<file path="src/rtl/tlm_get_responder.sv">
// tlm_get_responder
// Provider side of a TLM-style get interface. Items pushed by a producer are
// buffered in a small FIFO and handed to a consumer that issues GET, TRY_GET,
// PEEK, TRY_PEEK and CAN_GET requests over a request/response handshake.
// GET (and PEEK when enabled) block on an empty buffer until an item arrives.
// Optional feature macro: TLM_GET_RESPONDER_PEEK_EN enables PEEK/TRY_PEEK;
// without it opcodes 2 and 3 answer immediately as reserved operations.

module tlm_get_responder #(
    parameter int DATA_W = 32,
    parameter int DEPTH  = 4
) (
    input  logic                       clk,
    input  logic                       rst,
    input  logic                       put_valid,
    input  logic [DATA_W-1:0]          put_data,
    output logic                       put_ready,
    input  logic                       req_valid,
    input  logic [2:0]                 req_op,
    output logic                       req_ready,
    output logic                       rsp_valid,
    output logic                       rsp_ok,
    output logic [DATA_W-1:0]          rsp_data,
    input  logic                       rsp_ready,
    output logic [$clog2(DEPTH+1)-1:0] level
);

    localparam int PTR_W = $clog2(DEPTH);
    localparam int CNT_W = $clog2(DEPTH+1);
    localparam logic [CNT_W-1:0] FULL_COUNT = CNT_W'(DEPTH);

    localparam logic [2:0] OP_GET      = 3'd0;
    localparam logic [2:0] OP_TRY_GET  = 3'd1;
`ifdef TLM_GET_RESPONDER_PEEK_EN
    localparam logic [2:0] OP_PEEK     = 3'd2;
    localparam logic [2:0] OP_TRY_PEEK = 3'd3;
`endif
    localparam logic [2:0] OP_CAN_GET  = 3'd4;

    localparam logic [1:0] S_IDLE = 2'd0;
    localparam logic [1:0] S_WAIT = 2'd1;
    localparam logic [1:0] S_RESP = 2'd2;

    logic [DATA_W-1:0] r_mem [DEPTH];
    logic [PTR_W-1:0]  r_wrPtr;
    logic [PTR_W-1:0]  r_rdPtr;
    logic [CNT_W-1:0]  r_count;
    logic [1:0]        r_state;
    logic [2:0]        r_op;
    logic              r_rspOk;
    logic [DATA_W-1:0] r_rspData;

    logic              w_push;
    logic              w_pop;
    logic              w_nonEmpty;
    logic [2:0]        w_opSel;
    logic              w_isGet;
    logic              w_isPeek;
    logic              w_blocking;
    logic              w_accept;
    logic              w_toWait;
    logic              w_load;
    logic              w_rspDone;
    logic              w_nextOk;
    logic [DATA_W-1:0] w_nextData;
    logic [DATA_W-1:0] w_head;

    assign put_ready  = (r_count != FULL_COUNT);
    assign req_ready  = (r_state == S_IDLE);
    assign rsp_valid  = (r_state == S_RESP);
    assign rsp_ok     = r_rspOk;
    assign rsp_data   = r_rspData;
    assign level      = r_count;
    assign w_head     = r_mem[r_rdPtr];
    assign w_nonEmpty = (r_count != '0);
    assign w_push     = put_valid && put_ready;

    // Decode the active opcode (live request in IDLE, latched one while
    // blocked) and decide whether this cycle loads a response and/or pops.
    always_comb begin
        w_opSel    = (r_state == S_IDLE) ? req_op : r_op;
        w_isGet    = (w_opSel == OP_GET) || (w_opSel == OP_TRY_GET);
`ifdef TLM_GET_RESPONDER_PEEK_EN
        w_isPeek   = (w_opSel == OP_PEEK) || (w_opSel == OP_TRY_PEEK);
        w_blocking = (w_opSel == OP_GET) || (w_opSel == OP_PEEK);
`else
        w_isPeek   = 1'b0;
        w_blocking = (w_opSel == OP_GET);
`endif
        w_accept   = (r_state == S_IDLE) && req_valid;
        w_toWait   = w_accept && w_blocking && !w_nonEmpty;
        w_load     = (w_accept && !w_toWait) || ((r_state == S_WAIT) && w_nonEmpty);
        w_pop      = w_load && w_isGet && w_nonEmpty;
        w_rspDone  = (r_state == S_RESP) && rsp_ready;
        w_nextOk   = 1'b0;
        w_nextData = '0;
        if ((w_isGet || w_isPeek) && w_nonEmpty) begin
            w_nextOk   = 1'b1;
            w_nextData = w_head;
        end else if (w_opSel == OP_CAN_GET) begin
            w_nextOk   = w_nonEmpty;
        end
    end

    // Buffer storage; contents need no reset because the count gates reads.
    always_ff @(posedge clk) begin
        if (w_push) begin
            r_mem[r_wrPtr] <= put_data;
        end
    end

    // Pointers and occupancy; a simultaneous put and pop leaves the count alone.
    always_ff @(posedge clk) begin
        if (rst) begin
            r_wrPtr <= '0;
            r_rdPtr <= '0;
            r_count <= '0;
        end else begin
            if (w_push) begin
                r_wrPtr <= r_wrPtr + 1'b1;
            end
            if (w_pop) begin
                r_rdPtr <= r_rdPtr + 1'b1;
            end
            case ({w_push, w_pop})
                2'b10:   r_count <= r_count + 1'b1;
                2'b01:   r_count <= r_count - 1'b1;
                default: r_count <= r_count;
            endcase
        end
    end

    // Request/response state machine; the opcode is latched on acceptance so
    // a blocked request remembers what to do once an item shows up.
    always_ff @(posedge clk) begin
        if (rst) begin
            r_state <= S_IDLE;
            r_op    <= '0;
        end else begin
            if (w_accept) begin
                r_op <= req_op;
            end
            case (r_state)
                S_IDLE: begin
                    if (w_toWait) begin
                        r_state <= S_WAIT;
                    end else if (w_accept) begin
                        r_state <= S_RESP;
                    end
                end
                S_WAIT: begin
                    if (w_nonEmpty) begin
                        r_state <= S_RESP;
                    end
                end
                S_RESP: begin
                    if (rsp_ready) begin
                        r_state <= S_IDLE;
                    end
                end
                default: r_state <= S_IDLE;
            endcase
        end
    end

    // Response registers: loaded when entering RESP, held until the consumer
    // takes them, then cleared so idle outputs read as zero.
    always_ff @(posedge clk) begin
        if (rst) begin
            r_rspOk   <= 1'b0;
            r_rspData <= '0;
        end else if (w_load) begin
            r_rspOk   <= w_nextOk;
            r_rspData <= w_nextData;
        end else if (w_rspDone) begin
            r_rspOk   <= 1'b0;
            r_rspData <= '0;
        end
    end

endmodule
</file>
<file path="config.mk">
export PLATFORM = sky130hd
export DESIGN_NAME = tlm_get_responder
export DESIGN_NICKNAME = d
export VERILOG_FILES = /design/src/rtl/tlm_get_responder.sv
export SDC_FILE = /design/constraint.sdc
export NUM_CORES = 1
export LEC_CHECK = 0
export CAP_MARGIN = 15
export CORE_ASPECT_RATIO = 0.5
export CORE_UTILIZATION = 49
export CTS_CLUSTER_SIZE = 30
export DETAILED_ROUTE_END_ITERATION = 8
export PLACE_DENSITY = 0.73
export SYNTH_ARGS = -nofsm -noshare
export SYNTH_HDL_FRONTEND = slang
export SYNTH_SLANG_ARGS = --single-unit
</file>
<file path="constraint.sdc">
create_clock -name clk -period 2.7 [get_ports clk]
set_input_delay 0.81 -clock clk [delete_from_list [all_inputs] [get_ports clk]]
set_output_delay 0.81 -clock clk [all_outputs]
set_load 0.01 [all_outputs]
</file>
=== Word level (Yosys, flattened, before mapping) ===
Memory sizes are Yosys's and may differ from the RTL's. A register that Yosys moved wholly into a read port is not among the register bits.
Index checks and enable logic that the tools add are counted.

* Output and inout bits: 39
* RAM bits: 128
* Memories kept: 1
* Input port bits: 40
* Register bits after elaboration: 45
* Logic and storage cells: 60

{| class="wikitable"
|+ Memory list
! name !! words !! width !! rd ports !! clocked after Yosys merged registers in !! wr ports !! RTL line !! source
|-
| r_mem || 4 || 32 || 1 || 1 || 1 || 44 || <nowiki>logic [DATA_W-1:0] r_mem [DEPTH];</nowiki>
|}

* Muxes and demuxes: 18
* Reductions and logical operators: 20
* Add/sub/neg operators: 4
* Equality and inequality tests: 10

{| class="wikitable"
|+ Operators by type and width
! kind !! number
|-
| $mux 32 || 3
|-
| $mux 2 || 6
|-
| $logic_and 1x1->1 || 10
|-
| $mux 1 || 6
|-
| $pmux 2 s3 || 1
|-
| $pmux 3 s2 || 1
|-
| $add 2x1->2 const B || 2
|-
| $eq 2x1->1 const B || 2
|-
| $eq 2x2->1 const B || 2
|-
| $reduce_bool 2->1 || 2
|-
| $add 3x1->3 const B || 1
|-
| $eq 3x1->1 const B || 1
|-
| $eq 3x3->1 const B || 1
|-
| $logic_not 3->1 || 1
|-
| $mux 3 || 1
|-
| $ne 3x1->1 const B || 1
|-
| $ne 3x3->1 const B || 1
|-
| $reduce_and 3->1 || 1
|-
| $reduce_bool 3->1 || 1
|-
| $sub 3x1->3 const B || 1
|-
| $logic_not 1->1 || 2
|-
| $logic_not 2->1 || 1
|-
| $logic_or 1x1->1 || 2
|-
| $ne 2x1->1 const B || 1
|-
| $ne 2x2->1 const B || 1
|}

=== Logic depth before layout (Yosys ltp) ===
* Depth in word-level cells: 12
* Gate-level depth with buffers: 8

=== Worst setup path after synthesis ===
OpenSTA, ideal clock, no wires.

* Path type: input to register
* Start: input port req_valid
* End: register r_count[2] (netlist: level[2])
* Buffers on the path: 0
* Data required time: 2.635 ns
* Path slack: 0.118 ns
* Data arrival time: 2.517 ns
* Setup time: 0.065 ns
* Stages on the path: 8
* Cell sequence: nor2_1 > or3_1 > a21oi_4 > nor2b_1 > fa_1 > or2_2 > mux4_2 > nor2_1

* Cells in the longest elaborated chain, start to end: 10
* Elaborated cells between the ends (all ways): 12
* Those cells by class: eq/ne (2); mux (1); reduce/logical (9)

{| class="wikitable"
|+ RTL lines
! what !! RTL line !! source
|-
| start: declaration || 18 || <nowiki>input logic req_valid,</nowiki>
|-
| $logic_and 1x1->1 * || 90 || <nowiki>w_accept = (r_state == S_IDLE) && req_valid;</nowiki>
|-
| $logic_and 1x1->1 (2 in series) || 91 || <nowiki>w_toWait = w_accept && w_blocking && !w_nonEmpty;</nowiki>
|-
| $logic_not 1->1 || 92 || <nowiki>w_load = (w_accept && !w_toWait) || ((r_state == S_WAIT) && w_nonEmpty);</nowiki>
|-
| $logic_and 1x1->1 * || 92 ||
|-
| $logic_or 1x1->1 * || 92 ||
|-
| $logic_and 1x1->1 * (2 in series) || 93 || <nowiki>w_pop = w_load && w_isGet && w_nonEmpty;</nowiki>
|-
| $eq 2x1->1 or $eq 2x2->1 (tied branches) || 125 || <nowiki>case ({w_push, w_pop})</nowiki>
|-
| $pmux 3 s2 or $reduce_bool 2->1 (tied branches) || -- ||
|-
| end signal: assignment || 126 || <nowiki>2'b10: r_count <= r_count + 1'b1;</nowiki>
|-
| end signal: assignment || 127 || <nowiki>2'b01: r_count <= r_count - 1'b1;</nowiki>
|-
| end signal: assignment || 128 || <nowiki>default: r_count <= r_count;</nowiki>
|-
| end: declaration || 47 || <nowiki>logic [CNT_W-1:0] r_count;</nowiki>
|}

Every way passes the cells marked *; elsewhere a longest branch is shown, timed or not.
A chain may end at the register's enable or synchronous reset.

=== Worst setup path after layout ===
Ends and elaborated chain as after synthesis.

==> metrics <==
Clock Latency Late Sink 0.41 ns; Synth Area in Simple Gates 5.27%; Post-layout nets 545; Final ANT Viol Nets 0; WP data required 3.05 ns; Port-buffer cells 78; Starting Density 50.8%; Net Sw Frac 22.2%; most common cell after layout, fill and taps aside edfxtp_1; clock slew at reported path FFs 0.06 ns; Final HPWL DP 7.57 mm; CTS tree yes; Area after DPL 7680 µm²; Period Utilization, post-route 95.1%; Post-synth ARST share 0%; share of layout cells above drive strength 1 20.3%; mux contribution to synthesized area 12.1%; Final setup violation count 0; clock network power share 39.4%; vias in the first global route 3597; DR top layer met4; endpoints failing hold 0; Syn Area/Cell 16.4 µm²; Worst Setup End Kind flip-flop; final wirelength 11.8 mm; CTS buffer count 17; PD cells 758 nW/µm²; leakage 2.88 nW; Pint 4.89 mW; CP Max Fanout 4; Synth Area in Adders 1.08%; Tmin final 2.57 ns; sequential share of power 49.7%; Peak VDD IR 0.000429 V; initial DRC count 282; commonest cells after routing, fill and taps aside edfxtp_1 (128), clkdlybuf4s50_1 (78), dfxtp_1 (45), nand2_1 (44), inv_1 (36); Setup Fix Bufs, Post-CTS 0; cts hold-fix bufs 0; total of max-cap violations 0; Detailed Routing Iterations Pass 1 4; post-synthesis compound-gate area fraction 4.48%; FF-to-FF setup slack 0.36 ns; Worst EP arrival 2.91 ns; kind of critical path input port to flip-flop; DRC errors left 0; Die Wd 165 µm; Die Y 83.5 µm; synthesis-to-finish area growth 27.6%; pins over their slew limit 0; Post-Synthesis Cells 396; RSZ-0062 raised after global routing false; grt ovf 0; area of the core 12800 µm²; Yosys warnings 0; CP Launch Type input port; M1 WL 5.25 mm; Max Clock Freq 390 MHz; deepest clock path buffer count 2; ant diodes 0; Final TNS setup 0 ns; DR vias/cell 5.17; H-tree levels 4; Worst-Margin Slew 0.897 ns; I/O Pins 79; gr usage total 18.5%; switching power total 1.40 mW; number of synthesized flops with an enable pin 128; wire per inst 17.2 µm; initial antenna violation count 0; fin area 8300 µm²; Hold Path Class flip-flop to flip-flop; vias 3528; largest net degree at the start of global routing 33; met3 wire length 580 µm; clock sinks 175; Post-Synthesis Net Count 441; Main synth FF type edfxtp_1; Clock Skew 0.00907 ns; WL met2 5.84 mm; Routability Congestion 0.829; status completed; row cnt 29; Root Driver clkbuf_16; largest family of logic cells by synthesized area multiplexers; Resized Gates After CTS 0; relative slew slack 40.2%; die area 13800 µm²; Netlist cell types 40; Seq/Total Area, Yosys 73.6%; first-pass GRT wire length 18.6 mm; Post-Syn Area 6500 µm²; post-synthesis xor/xnor area fraction 0.404%; synthesis-stage register bit count 175; Comb power frac 10.9%
## routing by layer
layer  global-route usage [%]  up-vias
li1                         -     1671
met5                        0        -
met1                     24.5     1765
met3                     5.07        9
met4                     5.67        0
met2                     29.9       83
## cells in the mapped netlist, types with 2 or more instances
library cell | n | area, µm²
edfxtp_1 | 128 | 3840
dfxtp_1 | 47 | 941
nand2_1 | 44 | 165
inv_1 | 36 | 135
mux4_2 | 33 | 743
o21ai_0 | 33 | 165
nor2_1 | 10 | 37.5
a21oi_1 | 8 | 40.0
clkbuf_1 | 7 | 26.3
and2_1 | 5 | 31.3
ha_1 | 4 | 50.1
buf_2 | 3 | 15.0
clkbuf_2 | 3 | 15.0
xnor2_1 | 3 | 26.3
buf_1 | 2 | 7.51
mux2i_1 | 2 | 20.0
nand2b_1 | 2 | 12.5
nand3_1 | 2 | 10.0
nor2b_1 | 2 | 12.5
nor3_1 | 2 | 10.0
## logic make-up (layout without fill, tap and decap cells)
kind of cell	Yosys count	after routing
flops	175	175
simple gates	75	75
buf+inv	51	168
compound gates	50	50
mux	37	37
fa+ha+maj	5	5
xor+xnor	3	3
## area by class of cell
cell class	instances	area, µm²
clock inverters	14	179
clock buffers	18	429
inverters	36	135
fillers	885	4510
multi-input cells	170	1540
repair buffers	100	1020
well taps	170	213
flip-flops and latches	175	4790
## registers in the layout, indices dropped and copies added (netlist names), named ones only
name and flops:
r_op 3, rsp_data 32, r_state 2, rsp_ok 1, r_mem 128, r_wrPtr 2
level 3, r_rdPtr 2
## worst max-delay path, cell delays in order
cell	delay (ns)
clkdlybuf4s50_1	0.47
nor2_2	0.13
or3_4	0.15
a21oi_4	0.04
nor2b_1	0.14
fa_2	0.36
or2_2	0.30
mux4_2	0.44
nor2_1	0.09
## power groups by stage
stage	registers [mW]	logic, mW	clock network (mW)
global placement	3.17	0.677	0
CTS	3.13	0.692	2.52
global route	3.14	0.749	2.63
detailed placement	3.19	0.688	0
finish	3.13	0.684	2.48
floorplan	3.18	0.359	0
## through the flow
step           worst slack (ns)  total power [mW]  cells  hold WS, ns  utilization (%)
2_1_floorplan             0.118              3.54    396        0.446                -
3_3_place_gp             -0.324              3.85    651        0.432             60.0
3_5_place_dp             -0.377              3.87    651        0.442             60.0
4_1_cts                  0.0478              6.34    683        0.457             64.7
5_1_grt                  0.0555              6.52    683        0.482             64.8
6_report                  0.133              6.29    683        0.452             64.8
## path summary, 6_finish.rpt
check | from | endpoint | cells after the start
worst max-delay path | req_valid | level[2]$_SDFFE_PP0P_ | 9
worst min-delay path | rsp_data[8]$_SDFFE_PP0P_ | rsp_data[8]$_SDFFE_PP0P_ | 2
worst max register to register | level[0]$_SDFFE_PP0P_ | level[2]$_SDFFE_PP0P_ | 8
worst min register to register | rsp_data[8]$_SDFFE_PP0P_ | rsp_data[8]$_SDFFE_PP0P_ | 2
Power figures use the tool's default switching activity.
